--- src/rtl/nvram_uploader.sv ---
// ---------------------------------------------------------------------------
// nvram_uploader
//
// Serves the hps_io upload handshake for the Williams CMOS high-score RAM so
// the OSD can save NVRAM to SD. Each ioctl_rd request is answered by reading
// one nibble through the CMOS second read port. The nibble is returned as a
// byte padded with PAD in the upper bits. The module also tracks whether CMOS
// has been written by the CPU since the last complete upload.
//
// Ports (all synchronous to clk_sys):
//   reset          synchronous active-high reset
//   ioctl_upload   hps_io upload active
//   ioctl_index    upload target index; NV_INDEX selects this block
//   ioctl_rd       one-cycle read strobe for the byte at ioctl_addr
//   ioctl_addr     byte address of the request
//   ioctl_din      returned byte, valid when ioctl_wait drops after a request
//   ioctl_wait     stall toward hps_io
//   cmos_rd_addr   CMOS second-port read address
//   cmos_rd_data   CMOS read data, registered, one cycle after the address
//   cpu_cmos_we    CPU write strobe into CMOS
//   nvram_dirty    CMOS changed since the last complete upload
//   upload_busy    registered copy of the select condition
// ---------------------------------------------------------------------------
module nvram_uploader #(
  parameter int                ADDR_W   = 10,
  parameter int                DATA_W   = 4,
  parameter logic [7-DATA_W:0] PAD      = 4'hF,
  parameter logic [15:0]       NV_INDEX = 16'd4
) (
  input  logic              clk_sys,
  input  logic              reset,
  input  logic              ioctl_upload,
  input  logic [15:0]       ioctl_index,
  input  logic              ioctl_rd,
  input  logic [24:0]       ioctl_addr,
  output logic [7:0]        ioctl_din,
  output logic              ioctl_wait,
  output logic [ADDR_W-1:0] cmos_rd_addr,
  input  logic [DATA_W-1:0] cmos_rd_data,
  input  logic              cpu_cmos_we,
  output logic              nvram_dirty,
  output logic              upload_busy
);

  localparam int          DEPTH      = 1 << ADDR_W;
  localparam logic [24:0] DEPTH_ADDR = 25'(DEPTH);
  localparam logic [24:0] LAST_ADDR  = 25'(DEPTH - 1);

  typedef enum logic [1:0] {IDLE, ADDR, RAM, DONE} state_t;

  state_t            state_reg, state_next;
  logic [7:0]        din_reg, din_next;
  logic [ADDR_W-1:0] rd_addr_reg, rd_addr_next;
  logic              dirty_reg, dirty_next;
  logic              busy_reg;
  logic              complete_reg, complete_next;
  logic              stale_reg, stale_next;
  logic              oor_reg, oor_next;
  logic              last_reg, last_next;

  logic sel;
  logic sel_rise;
  logic sel_fall;

  assign sel      = ioctl_upload && (ioctl_index == NV_INDEX);
  // busy_reg is the previous-cycle sel, so it doubles as the edge detector.
  assign sel_rise = sel && !busy_reg;
  assign sel_fall = !sel && busy_reg;

  always_ff @(posedge clk_sys) begin
    if (reset) begin
      state_reg    <= IDLE;
      din_reg      <= 8'h00;
      rd_addr_reg  <= '0;
      dirty_reg    <= 1'b0;
      busy_reg     <= 1'b0;
      complete_reg <= 1'b0;
      stale_reg    <= 1'b0;
      oor_reg      <= 1'b0;
      last_reg     <= 1'b0;
    end else begin
      state_reg    <= state_next;
      din_reg      <= din_next;
      rd_addr_reg  <= rd_addr_next;
      dirty_reg    <= dirty_next;
      busy_reg     <= sel;
      complete_reg <= complete_next;
      stale_reg    <= stale_next;
      oor_reg      <= oor_next;
      last_reg     <= last_next;
    end
  end

  always_comb begin
    state_next   = state_reg;
    din_next     = din_reg;
    rd_addr_next = rd_addr_reg;
    oor_next     = oor_reg;
    last_next    = last_reg;
    ioctl_wait   = 1'b0;

    case (state_reg)
      IDLE: begin
        if (sel && ioctl_rd) begin
          ioctl_wait = 1'b1;
          state_next = ADDR;
          // Compare the full 25-bit address so aliases above DEPTH never
          // reach CMOS even though their low bits look valid.
          oor_next   = (ioctl_addr >= DEPTH_ADDR);
          last_next  = (ioctl_addr == LAST_ADDR);
          if (ioctl_addr < DEPTH_ADDR)
            rd_addr_next = ioctl_addr[ADDR_W-1:0];
        end
      end
      ADDR: begin
        ioctl_wait = 1'b1;
        state_next = sel ? RAM : IDLE;
      end
      RAM: begin
        ioctl_wait = 1'b1;
        if (sel) begin
          din_next   = oor_reg ? 8'hFF : {PAD, cmos_rd_data};
          state_next = DONE;
        end else begin
          state_next = IDLE;
        end
      end
      DONE: begin
        state_next = IDLE;
      end
      default: begin
        state_next = IDLE;
      end
    endcase
  end

  // Completion / staleness / dirty bookkeeping. Later assignments win, so
  // the ordering below encodes the priorities: a CPU write always beats a
  // completion or a clear.
  always_comb begin
    complete_next = complete_reg;
    stale_next    = stale_reg;
    dirty_next    = dirty_reg;

    if (state_reg == DONE && last_reg && sel && !stale_reg)
      complete_next = 1'b1;

    if (sel_fall && complete_reg) begin
      complete_next = 1'b0;
      dirty_next    = 1'b0;
    end

    if (sel_rise) begin
      complete_next = 1'b0;
      stale_next    = 1'b0;
    end

    // A write during an upload makes the snapshot being saved stale for
    // the rest of this upload, so the final address cannot mark it complete.
    if (cpu_cmos_we && (sel || busy_reg)) begin
      complete_next = 1'b0;
      stale_next    = 1'b1;
    end

    if (cpu_cmos_we)
      dirty_next = 1'b1;
  end

  assign ioctl_din    = din_reg;
  assign cmos_rd_addr = rd_addr_reg;
  assign nvram_dirty  = dirty_reg;
  assign upload_busy  = busy_reg;

endmodule

--- config.mk ---
export PLATFORM = sky130hd
export DESIGN_NAME = nvram_uploader
export DESIGN_NICKNAME = d
export VERILOG_FILES = /design/src/rtl/nvram_uploader.sv
export SDC_FILE = /design/constraint.sdc
export NUM_CORES = 1
export LEC_CHECK = 0
export CAP_MARGIN = 20
export CORE_UTILIZATION = 38
export CTS_CLUSTER_SIZE = 28
export DETAILED_ROUTE_END_ITERATION = 16
export PLACE_DENSITY = 0.8
export SLEW_MARGIN = 20
export SYNTH_ARGS = -nofsm -noshare
export SYNTH_HDL_FRONTEND = slang
export SYNTH_SLANG_ARGS = --single-unit
--- constraint.sdc ---
create_clock -name clk_sys -period 2.2 [get_ports clk_sys]
set_clock_uncertainty 0.2 [all_clocks]
set_input_delay 0.33 -clock clk_sys [delete_from_list [all_inputs] [get_ports clk_sys]]
set_output_delay 0.33 -clock clk_sys [all_outputs]
set_load 0.1 [all_outputs]
==> key figures, run 1 <==
Run status
  – Run status: complete, no violations

Clock tree
  – Clock sink total: 23
  – Clock Tree Buf Depth: 2
  – CTS Root Buffer Type: sky130_fd_sc_hd__clkbuf_4
  – Number of hold buffers added after cts: 0
  – Clock latency at the later pin of the worst-skew pair: just over 300 ps
  – Clk slew on worst S/H paths: around 120 ps
  – Clock tree from TritonCTS: done
  – H-tree lvl count: 1
  – Clock buffer count from CTS: 3

Timing
  – Final setup vio count: 0
  – Fin. max-slew vios: 0
  – RSZ-0062 raised after global routing: false
  – Final hold violations: 0
  – Worst hold slack across all endpoints: 274.8 ps
  – Minimum clock period: ~2200 ps
  – Transition time at the pin with the least slew margin: about 380 ps
  – Relative slew slack: 74.49%
  – Share of the clock period used by the worst path: between 90 and 100%
  – Achievable clock frequency: approximately 460 MHz

Floorplan
  – Effective utilization at floorplan: ~41%
  – Rows: 20
  – Top Ports: between 70 and 80
  – Die width: approximately 60 um
  – Total core area: approximately 3100 sq um
  – Die area: 3581 sq um
  – Die Span Y: between 50 and 60 um

Worst setup path
  – Category of the worst setup path launch point: primary input
  – Max FO, Critical Path: 2
  – Stage delay of the slowest cell on the critical path: between 400 and 500 ps
  – Element type at the critical path end: primary output
  – Chain of cells forming the critical path: clkdlybuf4s50_1 > nor4_4 > and3_4 > a21oi_4 > nor2_4 > buf_12
  – Path type of the worst setup path: in2out
  – Worst r2r dst: oor_reg$_SDFFE_PP0P_
  – Required time of the critical path: 1670 ps
  – Arr. time, crit path: about 1600 ps
  – Cell depth of the worst flop-to-flop path: 9
  – Slowest CP cell: sky130_fd_sc_hd__clkdlybuf4s50_1
  – Startpoint of the worst register-to-register path: state_reg[0]$_SDFFE_PP0P_
  – Setup slack, reg-to-reg: around 340 ps

Layout
  – Area growth from synthesis to final layout: 66.24%
  – Final layout net count: approximately 270
  – Max FFs per register: 10
  – Antenna diode instance count: 0
  – Fraction of layout instances using a drive strength above 1: 29.03%

Power
  – Leakage power: just over 0.0008 uW
  – Pwr dens: 375.9 nW/um^2
  – Final Power: 794.4 uW
  – Peak supply drop: 0.0002425 V

Min path
  – Worst hold-check path type: reg2reg
  – Number of stages on the worst hold path: 2
  – Beginning of the worst hold path: cmos_rd_addr[2]$_SDFFE_PP0P_
  – Hold Crit Endpoint: cmos_rd_addr[2]$_SDFFE_PP0P_

Routing
  – Iteration count of the initial detailed-routing pass: 4
  – Count of antenna-violating nets left after detailed routing: 0
  – DR iter-0 viols: 47
  – DR WL met3: 235 um
  – DRT Wirelength: 3879 um
  – Wire per inst: about 15 um
  – Post-DR vias/cell: about 5.4
  – Vias post-DR: 1413
  – Highest routed layer: met4
  – Metal1 wirelength: about 1500 um
  – Remaining design rule violation count: 0
  – Met2 WL: ~2100 um

Synthesis
  – Number of synthesized register bits: 23
  – Area of the mapped netlist: ~1300 sq um
  – Top post-synthesis cells by count: sky130_fd_sc_hd__dfxtp_1 (23), sky130_fd_sc_hd__a21oi_1 (18), sky130_fd_sc_hd__nand4_1 (15)
  – Cell types occupying the most area after synthesis: sky130_fd_sc_hd__dfxtp_1 (36%), sky130_fd_sc_hd__nand4_1 (7.4%), sky130_fd_sc_hd__a21oi_1 (7.1%)
  – Number of warning messages in the yosys log: 0
  – Portion of synthesized cell area occupied by the leading cell type: 36.22%
  – Per-instance average area after synthesis: approximately 9.0 sq um
  – Number of distinct standard cells referenced by the synthesized netlist: 36
  – Primary FF master, synth: sky130_fd_sc_hd__dfxtp_1
  – Count of flip-flops with a built-in enable after synthesis: 0
  – Share of the yosys chip area belonging to registers: between 30% and 40%
  – Cell type contributing the most total cell area after synthesis: sky130_fd_sc_hd__dfxtp_1
  – Share of synthesized flip-flops with an asynchronous set or reset: 0%
  – Most frequently used cell type in the post-synthesis netlist: sky130_fd_sc_hd__dfxtp_1
  – Gate Count Post-Synth: approximately 140
  – Syn_nets: 195

GRT
  – Via count of the first global-routing pass: approximately 1400
  – Total congestion overflow: 0
  – Global-route wire length before repair: around 5900 um
  – Pin count of the biggest net entering global routing: 18
  – Antenna violations before repair: 0
  – Global router's overall resource usage: around 22%

Placed design
  – DP HPWL: roughly 3000 um
  – Buffers added on ports: 70
  – Placer congestion estimate: 0.7483

Run
  – Maxcap violations: 0
==> stage by stage <==
| step | worst slack [ps] | util (%) | TNS (ps) | instance area [sq um] | instances |
|---|---|---|---|---|---|
| after floorplan | 9.350 | - | 0 | 1289 | 141 |
| after global placement | -40.66 | 64.23 | -124.1 | 1993 | 251 |
| after detailed placement | -77.36 | 64.23 | -519.6 | 1993 | 251 |
| after CTS | 1.742 | 66.29 | 0 | 2057 | 259 |
| after global routing | 4.015 | 68.10 | 0 | 2113 | 261 |
| final | 38.96 | 68.10 | 0 | 2113 | 261 |
==> area by class of cell <==
type	count	area, sq um
Timing Repair Buffer	87	822.0
Tap cell	44	55.05
Inverter	3	11.26
Clock buffer	3	22.52
Sequential cell	23	462.9
Fill cell	264	989.7
Clock inverter	1	5.005
Multi-Input combinational cell	100	734.5
==> where the power goes <==
part	switching [uW]	internal (uW)	leakage, uW
Sequential	1.88	420	0.000187
Combinational	72.5	108	0.000606
Clock	124	68.1	0.0000177
Total	199	596	0.000810
==> how the worst max path moves through the flow <==
stage	startpoint	end	slack [ps]	cells after the start
after global routing	state_reg[1]$_SDFFE_PP0P_	ioctl_wait	4	7
after detailed placement	ioctl_index[12]	state_reg[0]$_SDFFE_PP0P_	-80	6
final	ioctl_index[10]	ioctl_wait	40	6
after CTS	ioctl_index[14]	ioctl_wait	2	6
after global placement	ioctl_index[8]	ioctl_wait	-40	6
after floorplan	state_reg[1]$_SDFFE_PP0P_	ioctl_wait	9	8
==> logic make-up (layout without fill, tap and decap cells) <==
kind of cell	after synthesis	in the layout	share of synthesized area [%]
AO/OA/AOI/OAI	42	42	23.92
AND/OR/NAND/NOR	54	54	25.98
buffers and inverters	18	94	9.940
flip-flops	23	23	36.22
adder cells (fa/ha/maj)	4	4	3.937
==> placed cells by master, fill, tap and decap left out, drive strengths merged, types with 2 or more instances in the layout <==
master and n:
a211oi 6, a21oi 19, a311oi 3, and2 2, and3 3, and4 2, buf 38, clkbuf 3
clkdlybuf4s50 44, dfxtp 23, dlymetal6s2s 4, ha 4, inv 3, nand2 3, nand3 2, nand4 15
nor2 13, nor2b 2, nor3 4, nor4 5, nor4b 2, o31ai 10
==> worst max-delay path: cells and delay by family <==
kind / cells / cell delay, ps
AOI/OAI and AO/OA: 1 / 60
buffers and inverters: 2 / 630
and+or+nand+nor: 3 / 620
==> per-layer routing <==
| layer | track usage [%] | vias to the layer above |
|---|---|---|
| met5 | 0 | - |
| met4 | 8.638 | 0 |
| met3 | 4.762 | 10 |
| met2 | 41.27 | 51 |
| met1 | 23.71 | 664 |
| li1 | - | 688 |
==> timing repair <==
item                       CTS  global route
gates resized for setup      4            10
setup buffers                4             2
cloned                       0             0
pin swaps                    5             5
setup endpoints to repair    1             1
No activity file was read; power rests on OpenSTA's default activity.
==> inputs of run 2 (changes only) <==
--- a/config.mk
+++ b/config.mk
@@ -6,6 +6,7 @@
 export NUM_CORES = 1
 export LEC_CHECK = 0
 export CAP_MARGIN = 20
+export CORE_MARGIN = 5
 export CORE_UTILIZATION = 38
 export CTS_CLUSTER_SIZE = 28
 export DETAILED_ROUTE_END_ITERATION = 16
==> run 2 against run 1 <==
  * Total power rose by 0.47%
  * Routed wire length rose by 4.2%
  * First-iteration DRC count rose by 26%
  * Largest cell class unchanged
==> key figures, run 2 (synthesized netlist as in run 1, its figures left out) <==
Timing
  – Achievable clock frequency: 467.1 MHz
  – Fin. max-slew vios: 0
  – Minimum clock period: approximately 2100 ps
  – Final hold violations: 0
  – Final setup vio count: 0
  – Share of the clock period used by the worst path: 97.31%
  – Transition time at the pin with the least slew margin: around 310 ps
  – Relative slew slack: between 70 and 80%

Worst setup path
  – Cell family with most CP delay: buffers and inverters
  – Number of buffers and inverters on the critical path: 2
  – Worst r2r dst: oor_reg$_SDFFE_PP0P_
  – Max FO, Critical Path: 2
  – Termination of the worst setup path: ioctl_wait
  – Slowest CP cell: sky130_fd_sc_hd__clkdlybuf4s50_1
  – Number of cells on the critical path: 6
  – Arr. time, crit path: 1610 ps
  – Path type of the worst setup path: in2out
  – Category of the worst setup path launch point: primary input
  – Cell depth of the worst flop-to-flop path: 7
  – Timing startpoint of the critical path: ioctl_index[10]
  – Chain of cells forming the critical path: clkdlybuf4s50_1 > nor4_4 > and3_4 > a21oi_4 > nor2_4 > buf_12
  – Required time of the critical path: ~1700 ps
  – Setup slack, reg-to-reg: around 480 ps
  – Startpoint of the worst register-to-register path: state_reg[0]$_SDFFE_PP0P_
  – Element type at the critical path end: primary output
  – Stage delay of the slowest cell on the critical path: 440 ps

Min path
  – Beginning of the worst hold path: cmos_rd_addr[4]$_SDFFE_PP0P_
  – Worst hold-check path type: reg2reg

Routing
  – Count of antenna-violating nets left after detailed routing: 0
  – DR iter-0 viols: 59
  – Remaining design rule violation count: 0
  – Wire per inst: 15.43 um
  – Post-DR vias/cell: about 5.5
  – Iteration count of the initial detailed-routing pass: 4
  – Vias post-DR: roughly 1500
  – DRT Wirelength: approximately 4000 um

Clock tree
  – Number of hold buffers added after cts: 0
  – Clock latency at the later pin of the worst-skew pair: 310 ps
  – Clk slew on worst S/H paths: between 100 and 150 ps
  – Clock tree from TritonCTS: done
  – Clock buffer count from CTS: 3
  – Clock sink total: 23
  – H-tree lvl count: 1
  – CTS Root Buffer Type: sky130_fd_sc_hd__clkbuf_4
  – Clock Tree Buf Depth: 2

GRT
  – Antenna violations before repair: 0
  – Pin count of the biggest net entering global routing: 20
  – Total congestion overflow: 0
  – Global router's overall resource usage: roughly 17%
  – Via count of the first global-routing pass: 1479
  – Global-route wire length before repair: a little over 6000 um

Floorplan
  – Die area: 4602 sq um
  – Effective utilization at floorplan: 38.70%
  – Rows: 21
  – Top Ports: approximately 70
  – Die Span Y: a little under 70 um
  – Total core area: between 3000 and 4000 sq um
  – Die width: approximately 68 um

Layout
  – Max FFs per register: 10
  – Final Instance Area: ~2100 sq um
  – Commonest non-fill, non-tap cell in the layout: sky130_fd_sc_hd__clkdlybuf4s50_1
  – Utilization after layout: 63.73%
  – Post-route non-filler standard cell count: around 260
  – Most frequent cells in the layout: sky130_fd_sc_hd__clkdlybuf4s50_1 (43), sky130_fd_sc_hd__buf_4 (35), sky130_fd_sc_hd__dfxtp_1 (21)
  – Final layout net count: 271
  – Fraction of layout instances using a drive strength above 1: between 20% and 30%
  – Antenna diode instance count: 0
  – Area growth from synthesis to final layout: 64.67%

Power
  – Leakage power: approximately 0.00079 uW
  – Pwr dens: between 300 and 400 nW/um^2
  – Peak supply drop: ~0.00021 V
  – Final Power: 798.1 uW

Placed design
  – Cell Area, Placed: between 1500 and 2000 sq um
  – Placed insts: 253
  – Buffers added on ports: 70
  – DP HPWL: 3166 um
  – Placer congestion estimate: a little over 0.8

Run
  – Maxcap violations: 0

Run status
  – Run status: complete, no violations
-- run 2: cell count changes in the layout (fill, tap and decap cells not counted), sizes merged --
| cell | previous run | this run |
|---|---|---|
| buf | 38 | 37 |
| dlygate4sd2 | 1 | 3 |
| clkdlybuf4s50 | 44 | 43 |
| dlymetal6s2s | 4 | 3 |
-- run 2: worst min-delay path by stage --
stage / endpoint / slack (ps) / cells past startpoint
floorplan: stale_reg$_SDFFE_PP0P_ / 210 / 1
global placement: cmos_rd_addr[4]$_SDFFE_PP0P_ / 250 / 2
detailed placement: cmos_rd_addr[4]$_SDFFE_PP0P_ / 270 / 2
CTS: cmos_rd_addr[4]$_SDFFE_PP0P_ / 280 / 2
global route: cmos_rd_addr[4]$_SDFFE_PP0P_ / 310 / 2
finish: cmos_rd_addr[4]$_SDFFE_PP0P_ / 280 / 2
-- run 2: metal layers --
layer	track usage, %	share of wire (%)	up-vias
met1	18.54	36	682
li1	-	-	690
met3	3.120	7.7	2
met2	33.29	56	78
met4	4.963	0.35	0
met5	0	0	-
-- run 2: repair_timing --
action                     CTS  global route
setup endpoints to repair    1             1
gates resized for setup      6             9
buffers inserted             3             2
pin swaps                    6             5
-- run 2: power breakdown --
part           internal (uW)  leakage (uW)  total [uW]  switching (uW)
clock                   67.9     0.0000177         201             133
sequential               420      0.000187         422            2.12
combinational            105      0.000591         175            70.0
total                    593      0.000795         798             205
-- run 2: layout make-up --
class,instances,area [sq um]
Fill cell,277,1191
Timing Repair Buffer,86,797.0
Multi-Input combinational cell,100,737.0
Sequential cell,23,462.9
Tap cell,46,57.56
Clock buffer,3,22.52
Inverter,3,11.26
Clock inverter,1,5.005
-- run 2: through the flow --
| stage | worst slack [ps] | TNS [ps] | hold slack, ps |
|---|---|---|---|
| 2_1_floorplan | 9.350 | 0 | 208.3 |
| 3_3_place_gp | -43.34 | -43.34 | 253.7 |
| 3_5_place_dp | -72.42 | -110.0 | 265.2 |
| 4_1_cts | 1.852 | 0 | 282.7 |
| 5_1_grt | -0.8077 | -0.8077 | 311.2 |
| 6_report | 59.26 | 0 | 283.1 |
-- run 2: worst min-delay path, cell delays in order (launching register included) --
cell	delay, ps
sky130_fd_sc_hd__dfxtp_1	340
sky130_fd_sc_hd__o31ai_1	60
sky130_fd_sc_hd__a21oi_1	60
==> inputs of run 3 (changes only) <==
--- a/config.mk
+++ b/config.mk
@@ -10,6 +10,7 @@
 export CORE_UTILIZATION = 38
 export CTS_CLUSTER_SIZE = 28
 export DETAILED_ROUTE_END_ITERATION = 16
+export GPL_ROUTABILITY_DRIVEN = 0
 export PLACE_DENSITY = 0.8
 export SLEW_MARGIN = 20
 export SYNTH_ARGS = -nofsm -noshare
==> results of run 3 <==
Final layout, timing and power as in run 2 (identical DEF).
